`src/rtl/wshb_arb_pkg.sv`:
```
// Shared types and width helpers for the Wishbone round-robin arbiter family.
// Contents: arbiter state enum, idle-bus cycle-type/burst-type values,
// index-width and quantum-counter-width functions.
package wshb_arb_pkg;

  typedef enum logic {
    ST_IDLE  = 1'b0,
    ST_GRANT = 1'b1
  } arb_state_t;

  // Values presented on m_cti/m_bte while no master owns the bus.
  localparam logic [2:0] CTI_CLASSIC = 3'b000;
  localparam logic [1:0] BTE_LINEAR  = 2'b00;

  // Bits needed to hold a master index 0..n-1 (at least one bit).
  function automatic int unsigned idx_w(input int unsigned n);
    return (n < 2) ? 1 : $clog2(n);
  endfunction

  // Bits needed to count acks 0..q-1 (at least one bit, also for q == 0).
  function automatic int unsigned cnt_w(input int unsigned q);
    return (q < 2) ? 1 : $clog2(q);
  endfunction

endpackage

```
`src/rtl/wshb_rr_pick.sv`:
```
// Combinational round-robin priority encoder.
// Ports:
//   req     in  N   request vector
//   ptr     in  IW  index searched first; search continues ptr+1, ... mod N
//   winner  out IW  first requesting index in that order (0 when none)
//   any_req out 1   at least one request is set
module wshb_rr_pick
  import wshb_arb_pkg::*;
#(
  parameter  int unsigned N  = 3,
  localparam int unsigned IW = idx_w(N)
) (
  input  logic [N-1:0]  req,
  input  logic [IW-1:0] ptr,
  output logic [IW-1:0] winner,
  output logic          any_req
);

  int idx;

  // Walk the rotated order backwards so the highest-priority hit is written last.
  always_comb begin
    winner  = '0;
    any_req = |req;
    idx     = 0;
    for (int k = int'(N) - 1; k >= 0; k--) begin
      idx = (int'(ptr) + k) % int'(N);
      if (req[idx]) winner = IW'(idx);
    end
  end

endmodule

```
`src/rtl/wshb_rr_arbiter.sv`:
```
// N-to-1 Wishbone classic arbiter with round-robin fairness and an optional
// per-grant ack quantum (QUANTUM = 0 disables preemption).
// Ports:
//   clk, rst                      clock, synchronous active-high reset
//   s_cyc/s_stb/s_we  [N]         per-master control
//   s_adr/s_dat_ms/s_sel/s_cti/s_bte  per-master packed payloads
//   s_ack/s_err/s_rty [N]         per-master termination, only owner sees them
//   s_dat_sm                      read data broadcast to all masters
//   m_*                           single slave-side Wishbone port
//   grant [N]                     registered one-hot owner, zero when idle
module wshb_rr_arbiter
  import wshb_arb_pkg::*;
#(
  parameter int unsigned N       = 3,
  parameter int unsigned AW      = 32,
  parameter int unsigned DW      = 32,
  parameter int unsigned QUANTUM = 16
) (
  input  logic                   clk,
  input  logic                   rst,
  input  logic [N-1:0]           s_cyc,
  input  logic [N-1:0]           s_stb,
  input  logic [N-1:0]           s_we,
  input  logic [N-1:0][AW-1:0]   s_adr,
  input  logic [N-1:0][DW-1:0]   s_dat_ms,
  input  logic [N-1:0][DW/8-1:0] s_sel,
  input  logic [N-1:0][2:0]      s_cti,
  input  logic [N-1:0][1:0]      s_bte,
  output logic [N-1:0]           s_ack,
  output logic [N-1:0]           s_err,
  output logic [N-1:0]           s_rty,
  output logic [DW-1:0]          s_dat_sm,
  output logic                   m_cyc,
  output logic                   m_stb,
  output logic                   m_we,
  output logic [AW-1:0]          m_adr,
  output logic [DW-1:0]          m_dat_ms,
  output logic [DW/8-1:0]        m_sel,
  output logic [2:0]             m_cti,
  output logic [1:0]             m_bte,
  input  logic                   m_ack,
  input  logic                   m_err,
  input  logic                   m_rty,
  input  logic [DW-1:0]          m_dat_sm,
  output logic [N-1:0]           grant
);

  localparam int unsigned IW = idx_w(N);
  localparam int unsigned CW = cnt_w(QUANTUM);
  localparam logic [CW-1:0] QLAST = (QUANTUM == 0) ? '0 : CW'(QUANTUM - 1);

  arb_state_t    state, state_n;
  logic [IW-1:0] g, g_n;
  logic [IW-1:0] ptr, ptr_n;
  logic [IW-1:0] win;
  logic [CW-1:0] cnt, cnt_n;
  logic [N-1:0]  grant_n;
  logic [N-1:0]  g_oh;
  logic          any_req;
  logic          others;
  logic          quantum_hit;

  wshb_rr_pick #(.N(N)) u_pick (
    .req     (s_cyc),
    .ptr     (ptr),
    .winner  (win),
    .any_req (any_req)
  );

  assign g_oh        = N'(1) << g;
  assign others      = |(s_cyc & ~g_oh);
  assign quantum_hit = (QUANTUM != 0) && m_ack && (cnt == QLAST);

  // State register.
  always_ff @(posedge clk) begin
    if (rst) begin
      state <= ST_IDLE;
      g     <= '0;
      ptr   <= '0;
      cnt   <= '0;
      grant <= '0;
    end else begin
      state <= state_n;
      g     <= g_n;
      ptr   <= ptr_n;
      cnt   <= cnt_n;
      grant <= grant_n;
    end
  end

  // Next state: every ownership change goes through ST_IDLE so m_cyc drops
  // for one cycle between owners; preemption only happens on an ack.
  always_comb begin
    state_n = state;
    g_n     = g;
    ptr_n   = ptr;
    cnt_n   = cnt;
    case (state)
      ST_IDLE: begin
        if (any_req) begin
          state_n = ST_GRANT;
          g_n     = win;
          cnt_n   = '0;
        end
      end
      ST_GRANT: begin
        if (m_ack) cnt_n = (cnt == QLAST) ? '0 : cnt + CW'(1);
        if (!s_cyc[g] || (quantum_hit && others)) begin
          state_n = ST_IDLE;
          ptr_n   = (g == IW'(N - 1)) ? '0 : g + IW'(1);
        end
      end
      default: state_n = ST_IDLE;
    endcase
    grant_n = (state_n == ST_GRANT) ? (N'(1) << g_n) : '0;
  end

  // Bus mux and termination routing to the current owner.
  always_comb begin
    m_cyc    = 1'b0;
    m_stb    = 1'b0;
    m_we     = s_we[g];
    m_adr    = s_adr[g];
    m_dat_ms = s_dat_ms[g];
    m_sel    = s_sel[g];
    m_cti    = CTI_CLASSIC;
    m_bte    = BTE_LINEAR;
    s_ack    = '0;
    s_err    = '0;
    s_rty    = '0;
    if (state == ST_GRANT) begin
      m_cyc    = s_cyc[g];
      m_stb    = s_stb[g];
      m_cti    = s_cti[g];
      m_bte    = s_bte[g];
      s_ack[g] = m_ack;
      s_err[g] = m_err;
      s_rty[g] = m_rty;
    end
  end

  assign s_dat_sm = m_dat_sm;

endmodule
```
`config.mk`:
```
export PLATFORM = sky130hd
export DESIGN_NAME = wshb_rr_arbiter
export DESIGN_NICKNAME = d
export VERILOG_FILES = /design/src/rtl/wshb_arb_pkg.sv /design/src/rtl/wshb_rr_pick.sv /design/src/rtl/wshb_rr_arbiter.sv
export SDC_FILE = /design/constraint.sdc
export NUM_CORES = 1
export LEC_CHECK = 0
export CAP_MARGIN = 30
export CELL_PAD_IN_SITES_DETAIL_PLACEMENT = 0
export CELL_PAD_IN_SITES_GLOBAL_PLACEMENT = 2
export CORE_UTILIZATION = 10
export DETAILED_ROUTE_END_ITERATION = 6
export GPL_TIMING_DRIVEN = 1
export PLACE_DENSITY = 0.95
export SYNTH_ARGS = -nofsm -noshare
export SYNTH_HDL_FRONTEND = slang
export SYNTH_HIERARCHICAL = 1
export SYNTH_SLANG_ARGS = --single-unit
export TNS_END_PERCENT = 100
```
`constraint.sdc`:
```
create_clock -name clk -period 1.8 [get_ports clk]
set_input_delay 0.18 -clock clk [delete_from_list [all_inputs] [get_ports clk]]
set_output_delay 0.18 -clock clk [all_outputs]
set_load 0.02 [all_outputs]
```
==> results.md <==
- Status: finished clean
- Final Critical Period: 1790 ps
- Hold_buf cts: 0
- R2R cell count: 7
- Sink of the worst hold path: s_dat_sm[25]
- DR WL/cell: 15.3 um
- Crit path cell chain: inv_1 -> ha_2 -> a21o_1 -> a221oi_1 -> mux2i_2 -> nand2b_1 -> nor4_2
- Crit start category: flop
- Period utilization: 0.996
- Max incr delay on CP: between 300 and 400 ps
- Vias per cell: 3.77
- Hpwl dp: 12.1 mm
- Syn_nets: 657
- Power per cell area: just over 400 mW/mm2
- Number of global-route vias before repair: between 3,000 and 4,000
- Post-DRT Antenna Nets: 0
- Final setup margin: approximately 7 ps
- Root Driver: clkbuf_16
- Boundary pin count: 385
- Clock Path Buffers: 2
- WP data required: just under 2000 ps
- Area growth syn-to-layout: 144%
- Slew @ Worst Pin: 458 ps
- CTS tree: done
- # diodes: 0
- Slew Limit Fails: 0
- Row count: between 50 and 60
- Crit path max-delay family: compound AO/OA/AOI/OAI gates
- Filler Cell Count: approximately 2,800
- WL final: 15.8 mm
- Worst R2R End: grant[1]
- Multi-input logic area: 0.00205 mm2
- Fraction of layout cells with a size suffix above 1: 0.215
- Area leader, netlist: mux2i_1
- Total of max-cap violations: 0
- Netlist cell types: 38
- Clk Latency, worst-skew pair: ~240 ps
- CTS Buf Count: 3
- Max IR drop VDD: 0.325 mV
- Die width: approximately 160 um
- Largest net degree at the start of global routing: 34
- Leakage: 0.00234 uW
- Drt first pass iters: 4
- Net count, final: 973
- Critical path's slowest cell: dfxtp_2
- Final hold vios: 0
- Grt total ovfl: 0
- First-pass GRT wire length: 21.0 mm
- CP max FO: 8
- CP Data Arrival Time: 1940 ps
- Yosys reg bits: 12
- CP Class: flop to flop
- Hold Crit Depth: 0
- Post-synth EDFFs: 0
- Synth top area share: 0.307
- Crit path launch: ptr[1]
- # H-tree levels: 1
- Area of the mapped netlist: 0.00258 mm2
- R2r setup slk: roughly 6.9 ps
- Hold_ws: 360 ps
- Initial core utilization: 0.102
- Synth warnings: 6
- GPL Wtd Cong: 0.807
- Total GRT Usage: 0.102
- Setup crit end kind: flop
- Dpl ws: -201 ps
- Worst clock skew: about 1.9 ps
- Chip Height: about 160 um
- Min-delay src: m_dat_sm[25]
- Clock Sinks: 12
- DR vias: 3,893
- Antenna violations before repair: 0
- Slew headroom: 0.694
- Core ar.: approximately 0.025 mm2
- Area contributors post-synth: mux2i_1 31%, o21ai_0 14%, nand2_1 11%
- Worst R2R Start: ptr[1]
- Port bufs: 320
- Async set-reset flop share out of synthesis: 0
- RSZ-0062 raised after global routing: yes
- Sequential Area: 248 um2
- Gate Count Post-Synth: approximately 390
- Clock transition at path regs: 40 ps
- Die area: roughly 0.026 mm2
- Primary FF master, synth: dfxtp_1
- Seq/Total Area, Yosys: 0.0932
- Syn avg cell area: ~6.6 um2
- Setup-violating endpoint count in the final report: 0
- Fmax: 558 MHz
- Initial DRC count: 99
- CP Buf/Inv Count: 1
- Hold WC Path Type: input port to output port
- Drt drc: 0
==> area by class of cell <==
| type | instances | share of cell area |
|---|---|---|
| sequential | 12 | 0.0393 |
| timing repair buffer | 372 | 0.552 |
| multi-input combinational | 310 | 0.326 |
| clock buffer | 4 | 0.0141 |
| tap | 330 | 0.0656 |
| inverter | 5 | 0.00298 |
==> metrics by stage <==
step                      total power (uW)   util  cells  cell area [um2]  TNS [ps]
final                                 2550  0.249   1033             6300         0
after global routing                  2700  0.249   1033             6300      -473
after CTS                             2590  0.255   1029             6430     -2080
after detailed placement              2180  0.246   1017             6220     -3190
after global placement                2170  0.246   1017             6220     -2270
after floorplan                       1130      -    388             2580         0
==> routing by layer <==
layer | track usage | up-vias | part of all wire | wire, um
li1 | - | 1954 | - | -
met1 | 0.119 | 1758 | 0.41 | 6470
met2 | 0.195 | 167 | 0.51 | 8050
met3 | 0.0188 | 14 | 0.075 | 1200
met4 | 0.0166 | 0 | 0.0083 | 131
met5 | 0 | - | 0 | 0
==> logic make-up (layout without fill, tap and decap cells) <==
family | Yosys count | in the layout | synth area share
AO/OA/AOI/OAI | 96 | 96 | 0.206
adder cells (fa/ha/maj) | 4 | 4 | 0.0194
buffers and inverters | 66 | 381 | 0.151
flip-flops | 12 | 12 | 0.0932
multiplexers | 81 | 81 | 0.316
AND/OR/NAND/NOR | 129 | 129 | 0.214
==> layout by cell type, fill, tap and decap left out, drive strengths merged, types with 2 or more instances in the layout <==
cell / n
clkdlybuf4s50: 235
a21oi: 9
nand2b: 5
nor2: 28
a32oi: 2
nor2b: 5
and2b: 2
dfxtp: 12
o21ai: 72
a21o: 2
nand2: 76
mux2: 2
dlygate4sd2: 11
inv: 5
nor3: 6
clkdlybuf4s15: 8
clkbuf: 56
nor4: 3
mux2i: 79
buf: 65
ha: 4
==> power breakdown <==
part | leakage, uW | switching [uW] | internal, uW | total [uW]
Combinational | 0.00220 | 831 | 966 | 1800
Clock | 0.0000442 | 123 | 336 | 459
Sequential | 0.000100 | 15.6 | 283 | 299
Total | 0.00234 | 970 | 1580 | 2550
==> Yosys cell counts (2+ instances only) <==
| library cell | number |
|---|---|
| a21o_1 | 2 |
| a21oi_1 | 9 |
| a32oi_1 | 2 |
| and2b_1 | 2 |
| buf_1 | 5 |
| buf_2 | 12 |
| buf_4 | 32 |
| clkbuf_1 | 11 |
| dfxtp_1 | 12 |
| ha_1 | 4 |
| inv_1 | 5 |
| mux2_2 | 2 |
| mux2i_1 | 79 |
| nand2_1 | 76 |
| nand2b_1 | 4 |
| nor2_1 | 28 |
| nor2b_1 | 5 |
| nor3_1 | 6 |
| nor4_1 | 3 |
| o21ai_0 | 71 |
==> state kept, by name, summed over array words and instances (netlist names) <==
register / flops
g: 2
cnt: 4
grant: 3
ptr: 2
state: 1
==> repair_timing <==
action | 4_1_cts | 5_1_grt
gates resized for setup | 194 | 138
endpoints found under the setup margin | 90 | 74
pin swaps | 3 | 5
buffers inserted | 6 | 2
gates cloned | 2 | 3
==> worst max-delay path by stage <==
stage                              end  slack, ps  cells after the start
after CTS                 m_dat_ms[15]        -90                      6
after detailed placement      grant[1]       -200                      7
after global routing          grant[1]       -110                      9
after global placement        grant[0]       -150                      7
after floorplan               grant[2]        120                      8
final                         grant[1]          7                      7
(Power assumes the default switching activity.)
